### config.mk
export PLATFORM = sky130hd
export DESIGN_NAME = instr_sequencer_pf_flat
export DESIGN_NICKNAME = d
export VERILOG_FILES = /design/src/rtl/awg_seq_pkg.sv /design/src/rtl/instr_sequencer_pf_if.sv /design/src/rtl/seq_loop_cnt.sv /design/src/rtl/instr_sequencer_pf.sv /design/src/flat_wrapper.sv
export SDC_FILE = /design/constraint.sdc
export NUM_CORES = 1
export LEC_CHECK = 0
export CORE_UTILIZATION = 49
export CTS_CLUSTER_SIZE = 25
export DETAILED_ROUTE_END_ITERATION = 12
export MAX_ROUTING_LAYER = met4
export PLACE_DENSITY = 0.84
export SYNTH_ARGS = -nofsm -noshare
export SYNTH_HDL_FRONTEND = slang
export SYNTH_SLANG_ARGS = --single-unit
### constraint.sdc
create_clock -name clk -period 3.8 [get_ports clk]
set_clock_uncertainty 0.05 [all_clocks]
set_input_delay 0.38 -clock clk [delete_from_list [all_inputs] [get_ports clk]]
set_output_delay 0.38 -clock clk [all_outputs]
set_load 0.01 [all_outputs]
### src/rtl/awg_seq_pkg.sv
// Shared definitions for the AWG instruction sequencer.
// Contents: opcode encodings, JUMP field bit positions and the sequencer state type.
// The opcode always sits in the top three bits of the instruction word. Its position
// depends on INSTR_W, so the sequencer computes it locally.
package awg_seq_pkg;

  localparam int unsigned OpW = 3;

  localparam logic [OpW-1:0] OpSegment = 3'b101;
  localparam logic [OpW-1:0] OpJump    = 3'b111;
  localparam logic [OpW-1:0] OpEnd     = 3'b001;

  // JUMP operand fields, counted from bit 0 of the instruction word
  localparam int unsigned JmpTgtLsb   = 64;
  localparam int unsigned JmpTgtMsb   = 95;
  localparam int unsigned JmpIdxLsb   = 32;
  localparam int unsigned JmpIdxMsb   = 47;
  localparam int unsigned JmpTimesLsb = 0;
  localparam int unsigned JmpTimesMsb = 15;
  localparam int unsigned JmpIdxW     = JmpIdxMsb - JmpIdxLsb + 1;

  typedef enum logic [2:0] {
    StIdle,
    StFetch,
    StDecode,
    StWaitGen,
    StDrain
  } seq_state_e;

endpackage

### src/rtl/instr_sequencer_pf_if.sv
// Bus bundle between the sequencer, instruction memory and descriptor generator.
// Signals:
//   rd_addr, rd_req          sequencer -> memory   read request (one-cycle pulse)
//   rd_valid, rd_data        memory -> sequencer   read response (one per request)
//   seg_instr, seg_valid     sequencer -> generator segment hand-off
//   generate_done            generator -> sequencer current segment consumed
// Modports:
//   master  sequencer side
//   slave   memory and generator side
interface instr_sequencer_pf_if #(
  parameter int unsigned INSTR_W = 128,
  parameter int unsigned ADDR_W  = 32
);

  logic [ADDR_W-1:0]  rd_addr;
  logic               rd_req;
  logic               rd_valid;
  logic [INSTR_W-1:0] rd_data;
  logic [INSTR_W-1:0] seg_instr;
  logic               seg_valid;
  logic               generate_done;

  modport master (
    output rd_addr, rd_req, seg_instr, seg_valid,
    input  rd_valid, rd_data, generate_done
  );

  modport slave (
    input  rd_addr, rd_req, seg_instr, seg_valid,
    output rd_valid, rd_data, generate_done
  );

endinterface

### src/rtl/seq_loop_cnt.sv
// Loop counter bank for JUMP instructions.
// Ports:
//   clk, rst   clock and synchronous active-high reset
//   clr_i      clear every counter (sequence start)
//   eval_i     a JUMP is being executed this cycle; apply the increment or clear
//   idx_i      counter index taken from the JUMP word
//   times_i    iteration count, already truncated to CNT_W
//   idx_ok_o   idx_i selects an existing counter
//   take_o     the jump is taken (infinite loop, or counter below times)
// The outputs are combinational so the sequencer can choose the next pc in the same cycle.
module seq_loop_cnt
  import awg_seq_pkg::*;
#(
  parameter int unsigned NUM_CNT = 8,
  parameter int unsigned CNT_W   = 16
) (
  input  logic               clk,
  input  logic               rst,
  input  logic               clr_i,
  input  logic               eval_i,
  input  logic [JmpIdxW-1:0] idx_i,
  input  logic [CNT_W-1:0]   times_i,
  output logic               idx_ok_o,
  output logic               take_o
);

  localparam int unsigned IdxW = (NUM_CNT > 1) ? $clog2(NUM_CNT) : 1;

  logic [CNT_W-1:0] cnt_q [NUM_CNT];
  logic [CNT_W-1:0] cnt_d [NUM_CNT];
  logic [IdxW-1:0]  sel;
  logic [CNT_W-1:0] cur;
  logic             infinite;

  assign sel      = idx_i[IdxW-1:0];
  assign idx_ok_o = 32'(idx_i) < NUM_CNT;
  assign cur      = idx_ok_o ? cnt_q[sel] : '0;
  assign infinite = (times_i == '0);
  assign take_o   = infinite || (cur < times_i);

  always_comb begin
    cnt_d = cnt_q;
    if (clr_i) begin
      cnt_d = '{default: '0};
    end else if (eval_i && idx_ok_o && !infinite) begin
      // Count iterations while looping; clear on exit so an enclosing loop can re-enter
      cnt_d[sel] = (cur < times_i) ? cur + CNT_W'(1) : '0;
    end
  end

  always_ff @(posedge clk) begin
    if (rst) begin
      cnt_q <= '{default: '0};
    end else begin
      cnt_q <= cnt_d;
    end
  end

endmodule

### src/rtl/instr_sequencer_pf.sv
// AWG instruction sequencer with one-deep prefetch.
// Walks instruction memory from start_addr, hands SEGMENT words to the descriptor
// generator, runs JUMP loops on indexed counters and stops on END. While the generator
// consumes a segment, the next word is prefetched into pbuf.
// Ports:
//   clk, rst      clock and synchronous active-high reset
//   start         pulse; begin at start_addr (ignored while busy)
//   stop          abort; outstanding read is drained first
//   start_addr    first instruction byte address
//   bus           memory read and segment hand-off signals (master side)
//   busy          not idle
//   err, err_addr sticky error flag and address of the faulting instruction
module instr_sequencer_pf
  import awg_seq_pkg::*;
#(
  parameter int unsigned INSTR_W = 128,
  parameter int unsigned ADDR_W  = 32,
  parameter int unsigned NUM_CNT = 8,
  parameter int unsigned CNT_W   = 16
) (
  input  logic                clk,
  input  logic                rst,
  input  logic                start,
  input  logic                stop,
  input  logic [ADDR_W-1:0]   start_addr,
  instr_sequencer_pf_if.master bus,
  output logic                busy,
  output logic                err,
  output logic [ADDR_W-1:0]   err_addr
);

  localparam logic [ADDR_W-1:0] AddrStep = ADDR_W'(INSTR_W / 8);

  seq_state_e         state_q, state_d;
  logic [ADDR_W-1:0]  pc_q, pc_d;
  logic [INSTR_W-1:0] ibuf_q, ibuf_d;
  logic [INSTR_W-1:0] pbuf_q, pbuf_d;
  logic               pbuf_v_q, pbuf_v_d;
  logic               pend_q, pend_d;
  logic               rd_req_q, rd_req_d;
  logic [ADDR_W-1:0]  rd_addr_q, rd_addr_d;
  logic               seg_valid_q, seg_valid_d;
  logic [INSTR_W-1:0] seg_instr_q, seg_instr_d;
  logic               err_q, err_d;
  logic [ADDR_W-1:0]  err_addr_q, err_addr_d;

  logic [OpW-1:0]     opcode;
  logic [ADDR_W-1:0]  jmp_tgt;
  logic [CNT_W-1:0]   jmp_times;
  logic [ADDR_W-1:0]  pc_next;
  logic               cnt_clr;
  logic               cnt_eval;
  logic               idx_ok;
  logic               take;

  assign opcode    = ibuf_q[INSTR_W-1 -: OpW];
  assign jmp_tgt   = ADDR_W'(ibuf_q[JmpTgtMsb:JmpTgtLsb]);
  assign jmp_times = CNT_W'(ibuf_q[JmpTimesMsb:JmpTimesLsb]);
  assign pc_next   = pc_q + AddrStep;

  seq_loop_cnt #(
    .NUM_CNT (NUM_CNT),
    .CNT_W   (CNT_W)
  ) u_loop_cnt (
    .clk      (clk),
    .rst      (rst),
    .clr_i    (cnt_clr),
    .eval_i   (cnt_eval),
    .idx_i    (ibuf_q[JmpIdxMsb:JmpIdxLsb]),
    .times_i  (jmp_times),
    .idx_ok_o (idx_ok),
    .take_o   (take)
  );

  always_comb begin
    state_d     = state_q;
    pc_d        = pc_q;
    ibuf_d      = ibuf_q;
    pbuf_d      = pbuf_q;
    pbuf_v_d    = pbuf_v_q;
    pend_d      = pend_q && !bus.rd_valid;
    rd_req_d    = 1'b0;
    rd_addr_d   = rd_addr_q;
    seg_valid_d = 1'b0;
    seg_instr_d = seg_instr_q;
    err_d       = err_q;
    err_addr_d  = err_addr_q;
    cnt_clr     = 1'b0;
    cnt_eval    = 1'b0;

    if (state_q != StIdle && stop) begin
      // Stop wins over everything else; a read still in flight must be absorbed
      pbuf_v_d = 1'b0;
      state_d  = (pend_q && !bus.rd_valid) ? StDrain : StIdle;
    end else begin
      unique case (state_q)
        StIdle: begin
          if (start) begin
            err_d     = 1'b0;
            cnt_clr   = 1'b1;
            pc_d      = start_addr;
            rd_req_d  = 1'b1;
            rd_addr_d = start_addr;
            pend_d    = 1'b1;
            pbuf_v_d  = 1'b0;
            state_d   = StFetch;
          end
        end

        StFetch: begin
          if (bus.rd_valid) begin
            ibuf_d  = bus.rd_data;
            state_d = StDecode;
          end
        end

        StDecode: begin
          case (opcode)
            OpSegment: begin
              seg_instr_d = ibuf_q;
              seg_valid_d = 1'b1;
              pc_d        = pc_next;
              rd_req_d    = 1'b1;
              rd_addr_d   = pc_next;
              pend_d      = 1'b1;
              state_d     = StWaitGen;
            end
            OpJump: begin
              if (idx_ok) begin
                cnt_eval  = 1'b1;
                pc_d      = take ? jmp_tgt : pc_next;
                rd_req_d  = 1'b1;
                rd_addr_d = pc_d;
                pend_d    = 1'b1;
                state_d   = StFetch;
              end else begin
                err_d      = 1'b1;
                err_addr_d = pc_q;
                state_d    = StIdle;
              end
            end
            OpEnd: begin
              state_d = StIdle;
            end
            default: begin
              err_d      = 1'b1;
              err_addr_d = pc_q;
              state_d    = StIdle;
            end
          endcase
        end

        StWaitGen: begin
          if (bus.generate_done) begin
            if (pbuf_v_q) begin
              ibuf_d   = pbuf_q;
              pbuf_v_d = 1'b0;
              state_d  = StDecode;
            end else if (bus.rd_valid) begin
              // Prefetch lands in the same cycle: bypass pbuf
              ibuf_d  = bus.rd_data;
              state_d = StDecode;
            end else begin
              state_d = StFetch;
            end
          end else if (bus.rd_valid) begin
            pbuf_d   = bus.rd_data;
            pbuf_v_d = 1'b1;
          end
        end

        StDrain: begin
          if (bus.rd_valid) begin
            state_d = StIdle;
          end
        end

        default: begin
          state_d = StIdle;
        end
      endcase
    end
  end

  always_ff @(posedge clk) begin
    if (rst) begin
      state_q     <= StIdle;
      pc_q        <= '0;
      ibuf_q      <= '0;
      pbuf_q      <= '0;
      pbuf_v_q    <= 1'b0;
      pend_q      <= 1'b0;
      rd_req_q    <= 1'b0;
      rd_addr_q   <= '0;
      seg_valid_q <= 1'b0;
      seg_instr_q <= '0;
      err_q       <= 1'b0;
      err_addr_q  <= '0;
    end else begin
      state_q     <= state_d;
      pc_q        <= pc_d;
      ibuf_q      <= ibuf_d;
      pbuf_q      <= pbuf_d;
      pbuf_v_q    <= pbuf_v_d;
      pend_q      <= pend_d;
      rd_req_q    <= rd_req_d;
      rd_addr_q   <= rd_addr_d;
      seg_valid_q <= seg_valid_d;
      seg_instr_q <= seg_instr_d;
      err_q       <= err_d;
      err_addr_q  <= err_addr_d;
    end
  end

  assign bus.rd_req    = rd_req_q;
  assign bus.rd_addr   = rd_addr_q;
  assign bus.seg_valid = seg_valid_q;
  assign bus.seg_instr = seg_instr_q;
  assign busy          = (state_q != StIdle);
  assign err           = err_q;
  assign err_addr      = err_addr_q;

endmodule

### src/flat_wrapper.sv
// flat-port wrapper written by rule: the top's interface ports become plain ports
module instr_sequencer_pf_flat import awg_seq_pkg::*;
#(
  parameter int unsigned INSTR_W = 128,
  parameter int unsigned ADDR_W  = 32,
  parameter int unsigned NUM_CNT = 8,
  parameter int unsigned CNT_W   = 16
)
  (clk, rst, start, stop, start_addr, busy, err, err_addr, bus_rd_addr, bus_rd_req, bus_seg_instr, bus_seg_valid, bus_rd_valid, bus_rd_data, bus_generate_done);
  instr_sequencer_pf_if #(.INSTR_W(INSTR_W), .ADDR_W(ADDR_W)) bus_i ();
  input  logic clk;
  input  logic rst;
  input  logic start;
  input  logic stop;
  input  logic [ADDR_W-1:0] start_addr;
  output logic busy;
  output logic err;
  output logic [ADDR_W-1:0] err_addr;
  output wire logic [$bits(bus_i.rd_addr)-1:0] bus_rd_addr;
  output wire logic [$bits(bus_i.rd_req)-1:0] bus_rd_req;
  output wire logic [$bits(bus_i.seg_instr)-1:0] bus_seg_instr;
  output wire logic [$bits(bus_i.seg_valid)-1:0] bus_seg_valid;
  input wire logic [$bits(bus_i.rd_valid)-1:0] bus_rd_valid;
  input wire logic [$bits(bus_i.rd_data)-1:0] bus_rd_data;
  input wire logic [$bits(bus_i.generate_done)-1:0] bus_generate_done;
  assign bus_rd_addr = bus_i.rd_addr;
  assign bus_rd_req = bus_i.rd_req;
  assign bus_seg_instr = bus_i.seg_instr;
  assign bus_seg_valid = bus_i.seg_valid;
  assign bus_i.rd_valid = bus_rd_valid;
  assign bus_i.rd_data = bus_rd_data;
  assign bus_i.generate_done = bus_generate_done;
  instr_sequencer_pf #(.INSTR_W(INSTR_W), .ADDR_W(ADDR_W), .NUM_CNT(NUM_CNT), .CNT_W(CNT_W)) u_core (.clk(clk), .rst(rst), .start(start), .stop(stop), .start_addr(start_addr), .bus(bus_i), .busy(busy), .err(err), .err_addr(err_addr));
endmodule
==> out/qor.yml, run 1 <==
run_status:
  status: "finished clean"
drt:
  dr.pass1.iters: 5
  ant_nets: 0
  drt_iter0_drc: 2476
  wl_met2_mm: 35.0
  via_per_inst: 5.72
  highest_layer: "met4"
  route.detailed.drc: 0
  wl_met1_mm: 32.0
  wire_per_inst_um: 18.9
  wl_mm: 77.6
  routed-wl-met3_mm: 7.05
  vias: 23500
cells_and_area:
  nFillCells: 4126
  nNetsFinal: 3574
  syn_to_final_growth_pct: 26.4
  mostFrequentLayoutCell: "nand2_1"
  fin_cells: 4115
  drive_above_1_share_pct: 8.15
  layout_common_cells: "nand2_1, dfxtp_1, clkdlybuf4s50_1, a21oi_1, nor2_1"
  utilization_pct: 63.2
grt:
  grt_max_degree: 200
  overflow: 0
  antenna_found_initial: 16
  grtUsageTotal_pct: 30.5
  grt_pass1_wl_mm: 120
  first_global_vias: 21600
timing:
  finalSetupTns_ns: 0
  period_needed_ns: 3.60
  final_max_slew_viol_count: 0
  timing.final.crit_share_pct: 94.6
  relSlewSlack_pct: 32.5
  setup_violations: 0
  worstMarginPinSlew_ns: 1.01
  fmax_mhz: 278
  holdWs_ns: 0.244
  hold_viol: 0
worst_setup_path:
  critPathMaxFanout: 13
  worst_setup_path_start_kind: "flip-flop"
  criticalPathCategory: "flip-flop to flip-flop"
  slowest_stage: "mux4_2"
  path_cells: "buf_4, mux4_2, mux2_2, and2_1, ha_1, o21ai_0, o21bai_1, nor4_2, a22oi_4, a21oi_4, buf_8, nand3_1, a311oi_2"
  end_kind: "flip-flop"
  cp_slowest_stage_delay_ns: 0.48
  crit_required_ns: 4.26
  crit_arrival_ns: 4.06
clock_network:
  worstSkewPairLatency_ns: 0.66
  cts-htree-levels: 2
  cts_tree: "yes"
  clockBufferDepth: 3
  cts-buffers-inserted: 58
  clk_pin_slew_ns: 0.06
  cts.sink_count: 584
  root_buffer: "clkbuf_16"
yosys:
  synth_flop_cell: "dfxtp_1"
  synth-compound-area-share_pct: 16.5
  seq_area_frac_synth_pct: 47.5
  syn_area_mm2: 0.0246
  synth.distinct_cells: 80
  synth_edf_count: 0
  synthXorXnorAreaFrac_pct: 1.53
  synthAdderAreaFrac_pct: 0.864
  ys_seq_elements: 584
  yosys_warnings: 0
  async_flop_share_pct: 0
  syn_area_per_cell_um2: 7.92
  muxShareOfSynthArea_pct: 3.58
  synth_simple_gate_area_share_pct: 25.2
  synthCells: 3107
  synth_fp_nets: 3290
  synth_top_family_by_area: "simple AND/OR/NAND/NOR gates"
pwr:
  combPwrFrac_pct: 13.7
  power.density_mw_per_mm2: 457
  swShare_pct: 27.3
  pwr-share-clk_pct: 40.3
  power_mw: 14.2
  peakVddDrop_mv: 0.411
  seq_power_share_pct: 46.0
  p_leak_nw: 10.5
  p_sw_mw: 3.89
  p_int_mw: 10.3
die:
  dieHeight_um: 226
  fp.dieArea_mm2: 0.0511
  io_pins: 362
  core_mm2: 0.0493
  start_util_pct: 50.0
  die_w_um: 226
  rows: 81
place:
  place_inst: 3988
  post-dp-hpwl_mm: 53.1
  place.gp.congestion: 1.00
  io_buffers: 361
flow_run:
  drv_cap: 0
hold_path:
  min-delay-path-class: "input port to flip-flop"
registers in the layout (all words and copies together) (netlist names), 3 cells and up:
| name | count |
|---|---|
| u_core.bus.rd_addr | 32 |
| u_core.bus.seg_instr | 128 |
| u_core.err_addr | 32 |
| u_core.ibuf_q | 128 |
| u_core.pbuf_q | 128 |
| u_core.state_q | 3 |
| u_core.u_loop_cnt.cnt_q | 128 |
power groups by stage:
stage          Clock (mW)  Sequential, mW  Combinational, mW
3_3_place_gp            0            6.66               1.83
5_1_grt              6.05            6.56               2.10
6_report             5.74            6.54               1.95
2_1_floorplan           0            6.59               1.11
3_5_place_dp            0            6.67               1.85
4_1_cts              5.79            6.53               1.87
Yosys cell counts, drive strengths merged, types with 2 or more instances:
cell	n	area, um^2
nand2	949	3560
dfxtp	584	11700
a21oi	360	1810
nor2	281	1060
clkbuf	170	638
a311oi	152	1330
o21ai	73	365
buf	67	432
nand3	65	325
nor3	58	295
mux2i	43	430
nor4	33	246
inv	31	116
nand4	27	181
xnor2	20	198
a22oi	19	161
mux4	18	405
xor2	18	180
ha	17	213
nand2b	10	62.6
and4	9	78.8
a21o	8	60.1
and3	8	50.1
nor2b	8	57.6
or2	7	43.8
a211oi	6	50.1
nor3b	6	60.1
o31ai	6	45.0
or3	6	42.5
and2	5	31.3
mux2	4	45.0
o211ai	4	45.1
o221a	4	45.0
a31oi	3	18.8
a32oi	3	26.3
clkinv	2	7.51
nand3b	2	15.0
o22ai	2	12.5
metrics by stage:
stage          instance area (um^2)  setup slack, ns
3_3_place_gp                  29000           -0.164
5_1_grt                       31100         -0.00984
6_report                      31100            0.204
3_5_place_dp                  29000           -0.206
2_1_floorplan                 24600          0.00903
4_1_cts                       30900           0.0164
worst max-delay path, delay by kind of cell, from the launching register on:
family                   cells  cell delay, ns
flip-flops                   1            0.42
multiplexers                 2            0.77
adder cells (fa/ha/maj)      1            0.29
AND/OR/NAND/NOR              3            0.66
buffers and inverters        2            0.32
AO/OA/AOI/OAI                5            0.96
cell type report:
type                            instances  area (um^2)  area share, %
Antenna cell                           17         42.5          0.137
Clock buffer                           82         1690           5.44
Clock inverter                         21          231          0.744
Inverter                               33          124          0.398
Multi-Input combinational cell       2253        11900           38.2
Sequential cell                       584        11700           37.6
Tap cell                              664          831           2.67
Timing Repair Buffer                  461         4610           14.8
path summary, 6_finish.rpt:
check / startpoint / end / slack (ns) / depth (start not counted)
max: u_core.ibuf_q[34]$_SDFFE_PP0P_ / u_core.bus.rd_addr[11]$_SDFFE_PP0P_ / 0.20 / 13
min: bus_rd_data[66] / u_core.pbuf_q[66]$_SDFFE_PP0P_ / 0.24 / 3
max reg2reg: u_core.ibuf_q[34]$_SDFFE_PP0P_ / u_core.bus.rd_addr[11]$_SDFFE_PP0P_ / 0.20 / 13
min reg2reg: u_core.u_loop_cnt.cnt_q[47]$_SDFFE_PP0P_ / u_core.u_loop_cnt.cnt_q[47]$_SDFFE_PP0P_ / 0.39 / 2
per-layer routing:
metal	vias up	track usage, %
met1	11100	39.5
met3	211	6.36
met5	-	-
met4	0	14.7
li1	11200	-
met2	1044	45.2
what timing repair did:
| item | 4_1_cts | 5_1_grt |
|---|---|---|
| endpoints found under the hold margin | 12 | 0 |
| endpoints found under the setup margin | 63 | 116 |
| hold buffers | 1 | 0 |
| setup buffers | 0 | 6 |
| pin swaps | 0 | 3 |
| resized for setup | 4 | 20 |
logic make-up after synthesis:
logic type	after synthesis
adders and majority gates	17
and+or+nand+nor	1483
DFF	584
xor gates and xnor gates	38
AOI/OAI and AO/OA	650
muxes	65
buffers and inverters	270
No activity file was read; power rests on OpenSTA's default activity.
==> run 2, diff against run 1 <==
Settings changed: PLACE_DENSITY 0.84 to 0.77.
==> run 2 against run 1 <==
Via count increased by 0.96%. Total power increased by 3.7%. Clock-buffer cell count increased by 4. Die area unchanged. Non-clock buffer count increased by 7. Sequential cell count unchanged.
==> out/qor.yml, run 2 (same netlist as run 1, synthesis figures left out) <==
run_status:
  status: "finished clean"  # unchanged
timing:
  period_needed_ns: 3.66  # was 3.60 ns
  worstMarginPinSlew_ns: 0.964  # was 1.01 ns
  fmax_mhz: 274  # was 278 MHz
  holdWs_ns: 0.0880  # was 0.244 ns
  final_max_slew_viol_count: 0  # unchanged
  relSlewSlack_pct: 35.7  # was 32.5%
  setup_violations: 0  # unchanged
  timing.final.crit_share_pct: 96.2  # was 94.6%
  hold_viol: 0  # unchanged
drt:
  wire_per_inst_um: 19.5  # was 18.9 um
  vias: 23800  # was 23500
  drt_iter0_drc: 2437  # was 2476
  ant_nets: 0  # unchanged
  route.detailed.drc: 0  # unchanged
  via_per_inst: 5.76  # was 5.72
  dr.pass1.iters: 6  # was 5
  wl_mm: 80.3  # was 77.6 mm
cells_and_area:
  utilization_pct: 63.6  # was 63.2%
  syn_to_final_growth_pct: 27.1  # was 26.4%
  nNetsFinal: 3583  # was 3574
  mostFrequentLayoutCell: "nand2_1"  # unchanged
  layout_common_cells: "nand2_1, dfxtp_1, clkdlybuf4s50_1, a21oi_1, nor2_1"  # unchanged
  drive_above_1_share_pct: 8.50  # was 8.15%
die:
  dieHeight_um: 226  # unchanged
  core_mm2: 0.0493  # unchanged
  die_w_um: 226  # unchanged
  io_pins: 362  # unchanged
  start_util_pct: 50.0  # unchanged
  rows: 81  # unchanged
  fp.dieArea_mm2: 0.0511  # unchanged
pwr:
  peakVddDrop_mv: 0.390  # was 0.411 mV
  p_leak_nw: 10.7  # was 10.5 nW
  power_mw: 14.7  # was 14.2 mW
  power.density_mw_per_mm2: 471  # was 457 mW/mm^2
grt:
  globalRouteMet2Util_pct: 47.0  # was 45.2%
  grtUsageMet3_pct: 6.87  # was 6.36%
  met1_usage_pct: 40.8  # was 39.5%
  grt_max_degree: 211  # was 200
  grtUsageTotal_pct: 31.4  # was 30.5%
  overflow: 0  # unchanged
  antenna_found_initial: 15  # was 16
  grt_pass1_wl_mm: 123  # was 120 mm
  top_usage_layer: "met2"  # unchanged
  first_global_vias: 22100  # was 21600
worst_setup_path:
  critPathMaxFanout: 9  # was 13
  crit_arrival_ns: 4.07  # was 4.06 ns
  criticalPathCategory: "flip-flop to flip-flop"  # unchanged
  end_kind: "flip-flop"  # unchanged
  worst_setup_path_start_kind: "flip-flop"  # unchanged
  crit_required_ns: 4.22  # was 4.26 ns
place:
  io_buffers: 361  # unchanged
  place.gp.congestion: 1.04  # was 1.00
  post-dp-hpwl_mm: 55.5  # was 53.1 mm
clock_network:
  clockBufferDepth: 3  # unchanged
  cts-htree-levels: 2  # unchanged
  clk_pin_slew_ns: 0.06  # about the same
  cts.sink_count: 584  # unchanged
  worstSkewPairLatency_ns: 0.63  # was 0.66 ns
  cts-buffers-inserted: 60  # was 58
  root_buffer: "clkbuf_16"  # unchanged
  cts_tree: "yes"  # unchanged
flow_run:
  drv_cap: 0  # unchanged
hold_path:
  min-delay-path-class: "input port to flip-flop"  # unchanged
run 2: power breakdown:
| group | leakage (nW) | internal, mW | switching (mW) | total [mW] |
|---|---|---|---|---|
| clock | 1.04 | 3.65 | 2.54 | 6.19 |
| sequential | 4.72 | 6.30 | 0.242 | 6.54 |
| combinational | 4.90 | 0.817 | 1.20 | 2.02 |
run 2: final cells by class:
class,instances,area [um^2]
multi-input cells,2253,11900
inverters,33,124
clock inverters,24,324
fillers,4197,18000
clock buffers,86,1770
diodes,15,37.5
repair buffers,468,4620
well taps,664,831
flip-flops and latches,584,11700
run 2: final timing paths:
check | endpoint | start | slack [ns] | depth (start not counted)
worst min register to register | u_core.u_loop_cnt.cnt_q[127]$_SDFFE_PP0P_ | u_core.u_loop_cnt.cnt_q[127]$_SDFFE_PP0P_ | 0.40 | 2
worst min-delay path | u_core.pbuf_q[81]$_SDFFE_PP0P_ | rst | 0.09 | 2
worst max register to register | u_core.u_loop_cnt.cnt_q[77]$_SDFFE_PP0P_ | u_core.ibuf_q[33]$_SDFFE_PP0P_ | 0.14 | 13
worst max-delay path | u_core.u_loop_cnt.cnt_q[77]$_SDFFE_PP0P_ | u_core.ibuf_q[33]$_SDFFE_PP0P_ | 0.14 | 13
run 2: what timing repair did:
| item | in CTS | in global routing |
|---|---|---|
| buffers inserted | 0 | 4 |
| cloned | 0 | 2 |
| pin swaps | 0 | 7 |
| gates resized for setup | 1 | 24 |
| endpoints found under the setup margin | 7 | 120 |
| hold buffers | 0 | 0 |
run 2: through the flow:
step                std cells  cell area, um^2  setup WS, ns  setup TNS (ns)
floorplan                3107            24600       0.00903               0
global route             4127            31300       -0.0165         -0.0260
finish                   4127            31300         0.144               0
global placement         3996            29000        0.0971               0
detailed placement       3996            29000        0.0131               0
CTS                      4106            31100        0.0214               0
run 2: metal layers:
layer / routed length, um / vias up
met5: 0 / -
met4: 3220 / 0
met3: 7360 / 191
met2: 36500 / 1065
met1: 33300 / 11300
li1: - / 11200
run 2: critical path, cell delays in order, from the launching register on:
cell,delay [ns]
dfxtp_4,0.42
mux4_2,0.54
mux2_2,0.31
and2_1,0.18
ha_1,0.28
o21ai_0,0.09
o21bai_1,0.27
o211ai_1,0.20
a22oi_4,0.33
buf_4,0.21
nor2_1,0.04
buf_4,0.18
nand2_1,0.24
o21ai_0,0.15
